===== config.mk =====
export PLATFORM = sky130hd
export DESIGN_NAME = cos_horner_ctrl
export DESIGN_NICKNAME = d
export VERILOG_FILES = /design/src/rtl/cos_horner_ctrl.sv
export SDC_FILE = /design/constraint.sdc
export NUM_CORES = 2
export LEC_CHECK = 0
export CAP_MARGIN = 20
export CORE_ASPECT_RATIO = 1.1
export CORE_MARGIN = 1.5
export CORE_UTILIZATION = 60
export DETAILED_ROUTE_END_ITERATION = 10
export PLACE_DENSITY = 0.91
export SYNTH_ARGS = -nofsm -noshare
export SYNTH_HDL_FRONTEND = slang
export SYNTH_SLANG_ARGS = --single-unit

===== constraint.sdc =====
create_clock -name clk -period 20.6 [get_ports clk]
set_input_delay 3.09 -clock clk [delete_from_list [all_inputs] [get_ports clk]]
set_output_delay 3.09 -clock clk [all_outputs]
set_load 0.01 [all_outputs]

===== src/rtl/cos_horner_ctrl.sv =====
// cos_horner_ctrl: Horner-rule sequencer for an even cosine polynomial in signed Q(WI).(WF),
// time-sharing one saturating fixed-point multiplier between the squaring and every MAC step.
module cos_horner_ctrl #(
    parameter int WI    = 4,
    parameter int WF    = 16,
    parameter int NCOEF = 4,
    localparam int W    = WI + WF,
    localparam int KW   = $clog2(NCOEF)
) (
    input  logic               clk,
    input  logic               rst,
    input  logic               in_valid,
    output logic               in_ready,
    input  logic [W-1:0]       x_in,
    input  logic [NCOEF*W-1:0] coef_flat,
    output logic               out_valid,
    input  logic               out_ready,
    output logic [W-1:0]       y_out,
    output logic               busy,
    output logic               sat_flag
);
    typedef enum logic [1:0] {IDLE, SQUARE, HORNER, DONE} state_t;

    localparam logic [W-1:0] SMAX = {1'b0, {(W-1){1'b1}}};
    localparam logic [W-1:0] SMIN = {1'b1, {(W-1){1'b0}}};

    state_t             state_q;
    logic [W-1:0]       x_q, x2_q, acc_q, y_q;
    logic [NCOEF*W-1:0] coef_q;
    logic [KW-1:0]      k_q;
    logic               out_valid_q, in_ready_q, busy_q, sat_q;

    logic [W-1:0]       mul_a, mul_b, mul_d, c_k, sum_d;
    logic [2*W-1:0]     prod;
    logic signed [2*W-1:0] prod_sh;
    logic [W:0]         sum_w;
    logic               mul_ovf, add_ovf;

    // Single multiplier: operands are steered by state, squaring x in SQUARE and acc*x2 in HORNER.
    always_comb begin
        mul_a   = (state_q == SQUARE) ? x_q : acc_q;
        mul_b   = (state_q == SQUARE) ? x_q : x2_q;
        prod    = {{W{mul_a[W-1]}}, mul_a} * {{W{mul_b[W-1]}}, mul_b};
        prod_sh = $signed(prod) >>> WF;
        mul_ovf = prod_sh[2*W-1:W-1] != {(W+1){prod_sh[W-1]}};
        mul_d   = mul_ovf ? (prod_sh[2*W-1] ? SMIN : SMAX) : prod_sh[W-1:0];
        c_k     = coef_q[k_q*W +: W];
        sum_w   = {mul_d[W-1], mul_d} + {c_k[W-1], c_k};
        add_ovf = sum_w[W] ^ sum_w[W-1];
        sum_d   = add_ovf ? (sum_w[W] ? SMIN : SMAX) : sum_w[W-1:0];
    end

    always_ff @(posedge clk or posedge rst) begin
        if (rst) begin
            state_q     <= IDLE;
            x_q         <= '0;
            x2_q        <= '0;
            acc_q       <= '0;
            y_q         <= '0;
            coef_q      <= '0;
            k_q         <= '0;
            out_valid_q <= 1'b0;
            in_ready_q  <= 1'b1;
            busy_q      <= 1'b0;
            sat_q       <= 1'b0;
        end else begin
            case (state_q)
                IDLE: if (in_valid && in_ready_q) begin
                    x_q        <= x_in;
                    coef_q     <= coef_flat;
                    sat_q      <= 1'b0;
                    in_ready_q <= 1'b0;
                    busy_q     <= 1'b1;
                    state_q    <= SQUARE;
                end
                SQUARE: begin
                    x2_q    <= mul_d;
                    acc_q   <= coef_q[(NCOEF-1)*W +: W];
                    k_q     <= KW'(NCOEF-2);
                    sat_q   <= sat_q | mul_ovf;
                    state_q <= HORNER;
                end
                HORNER: begin
                    acc_q <= sum_d;
                    sat_q <= sat_q | mul_ovf | add_ovf;
                    if (k_q == '0) begin
                        y_q         <= sum_d;
                        out_valid_q <= 1'b1;
                        state_q     <= DONE;
                    end else begin
                        k_q <= k_q - 1'b1;
                    end
                end
                DONE: if (out_ready) begin
                    out_valid_q <= 1'b0;
                    in_ready_q  <= 1'b1;
                    busy_q      <= 1'b0;
                    state_q     <= IDLE;
                end
                default: state_q <= IDLE;
            endcase
        end
    end

    assign in_ready  = in_ready_q;
    assign out_valid = out_valid_q;
    assign y_out     = y_q;
    assign busy      = busy_q;
    assign sat_flag  = sat_q;
endmodule


==> metrics <==
commonest non-fill, non-tap cell in the layout=inv_1; post-route ant nets=0; Yosys warning count=0; placed cell count=3065; Hold WS=0.488 ns; crit path launch=state_q[1]; share of the synthesized area in the top cell type=0.356; DP HPWL=55.6 mm; Initial DRC Count=1806; post-DR wirelength/cell=22.2 µm; Mapped Cells=2477; Pre-antenna DRT Iters=8; Die ar.=0.0406 mm²; Pwr Density=25.7 mW/mm²; Seq/Total Area, Yosys=0.178; Tcrit/Tclk final=0.672; Nets=3235; diode count=0; CTS tree=done; core area=0.0390 mm²; num rows=76; Slew headroom=0.225; total negative slack=0 ns; Worst setup endpoint=acc_q[18]; Seq cells post-synth=168; distinct cell type count after synthesis=80; Worst-Margin Slew=1.16 ns; Critical Path Slowest Stage Cell=nor4_4; worst IR drop on VDD=51.3 µV; clk_skew=0.0166 ns; Compound-Gate Fraction of Synth Area=0.0954; reg2reg setup slack=6.76 ns; Clock Sinks=168; largest family of logic cells by synthesized area=adder cells; Crit path largest cell delay=0.93 ns; total global-route track usage=0.356; CTS clk-pin slew, worst paths=0.07 ns; # H-tree levels=4; fraction of layout cells with a size suffix above 1=0.0999; Via density=6.06; vias in the first global route=20500; Final setup viols=0; global-route wire length before repair=109 mm; boundary pin count=128; adder-cell share of the synthesized area=0.429; EDFF count, synth=0; height of the die=211 µm; Starting Density=0.606; clock buffer depth=2; drt total wl=68.7 mm; via count=18800; Post-Syn Nets=3132; CP most frequent cell=fa_1; post-synth top area cell=fa_1; Max Freq=72.2 MHz; Area Growth Syn to Fin=11.0%; CTS Buf Count=17; Port-buffer cells=127; min Tclk post-route=13.84 ns; die width=192 µm; largest net degree at the start of global routing=99; Startpoint Class=register; fillcell total=2826; Synth area leaders=fa_1 (36%), dfrtp_1 (18%), inv_1 (7.7%); final hold vios=0; multi-input logic area=0.0172 mm²; total leakage power=13.2 nW; final core utilization=0.673; XOR/XNOR Fraction of Synth Area=0.0174; synthesized area per cell=9.54 µm²; crit path max fanout=66; FF-to-FF path depth=39; Primary FF master, synth=dfrtp_1; GRT overflow=0; arrival time worst endpoint=14.13 ns; CTS Root Cell=clkbuf_16; reg2reg start=state_q[1]; non-filler cells in the finished layout=3100; initial antenna violation count=0; Slew Viols, Final=0; CTS Hold Bufs=0; Worst Path Required=20.89 ns; Synth Area in Simple Gates=0.112; most frequent cells in the layout=inv_1 (483), fa_1 (420), nor2_1 (271); hold crit path type=register to register; CTS-repair resized insts=0; Placer Congestion=1.07; Post-CTS Setup Bufs=0; kind of end point of the critical path=register; Reg area=0.00421 mm²; Max Cap Viol=0; crit path kind=register to register; clock latency on the worst-skew pair=0.44 ns; Async SR Flop Fraction=1.00; status=finished clean; mux cell area share after synthesis=0.0729; drt drc=0; RSZ-0062 raised after global routing=no; mapped cell area=0.0236 mm²; reg-to-reg endpoint=acc_q[18]
==> critical path, delay by kind of cell (launching register included) <==
family / cells / cell delay, ns
buffers and inverters: 9 / 2.02
flip-flops: 1 / 0.43
adder cells (fa/ha/maj): 10 / 4.50
AND/OR/NAND/NOR: 10 / 3.27
AO/OA/AOI/OAI: 10 / 3.44
==> cell families after synthesis <==
group | count (synthesis)
adder cells (fa/ha/maj) | 560
AND/OR/NAND/NOR | 624
multiplexers | 133
XOR/XNOR | 46
flip-flops | 168
buffers and inverters | 591
AO/OA/AOI/OAI | 355
==> Yosys cell counts (20+ instances only) <==
library cell    n
xnor2_1        31
mux2_2        105
fa_1          420
o21ai_0        83
a21boi_0       23
clkbuf_1       82
nor2_1        271
nand3_1        21
inv_1         484
mux4_2         20
dfrtp_1       167
nand2_1       243
o21ai_1        40
ha_1          131
a21oi_1        80
==> flip-flops by register name, summed over array words and instances, names as in the netlist, 2 cells and up <==
| name | flops |
|---|---|
| acc_q | 20 |
| coef_q | 80 |
| k_q | 2 |
| state_q | 2 |
| x2_q | 20 |
| x_q | 20 |
| y_out | 20 |
==> through the flow <==
step	power, mW	area (µm²)	setup WS [ns]
after floorplan	0.341	23600	9.35
after global placement	0.364	25600	7.28
after detailed placement	0.364	25600	7.04
after CTS	0.677	26200	6.97
after global routing	0.693	26200	6.05
final	0.674	26200	6.76
==> layer usage <==
metal | vias up | track usage | share of wire | routed length, µm
met1 | 9349 | 0.420 | 0.35 | 23800
met3 | 335 | 0.0704 | 0.095 | 6510
met2 | 1125 | 0.590 | 0.48 | 33200
met4 | 0 | 0.237 | 0.075 | 5180
li1 | 7989 | - | - | -
met5 | - | 0 | 0 | 0
==> layout make-up <==
| cell class | instances | area share |
|---|---|---|
| Clock buffer | 18 | 0.0164 |
| Clock inverter | 14 | 0.00591 |
| Inverter | 487 | 0.0699 |
| Multi-Input combinational cell | 1718 | 0.657 |
| Sequential cell | 168 | 0.160 |
| Tap cell | 507 | 0.0242 |
| Timing Repair Buffer | 188 | 0.0669 |
==> worst min-delay path by stage <==
stage,from,to,slack (ns),cells past startpoint
after floorplan,x2_q[4],x2_q[4],0.46,2
after global placement,y_out[10],y_out[10],0.46,2
after detailed placement,y_out[10],y_out[10],0.47,2
after CTS,y_out[10],y_out[10],0.49,2
after global routing,y_out[10],y_out[10],0.51,2
final,y_out[10],y_out[10],0.49,2
==> power by group <==
group | total [mW] | internal [mW] | switching (mW)
clock network | 0.317 | 0.163 | 0.154
logic | 0.0278 | 0.0173 | 0.0105
registers | 0.330 | 0.330 | 0
total | 0.674 | 0.510 | 0.164
Note: power is estimated with default switching activity, not from simulation.
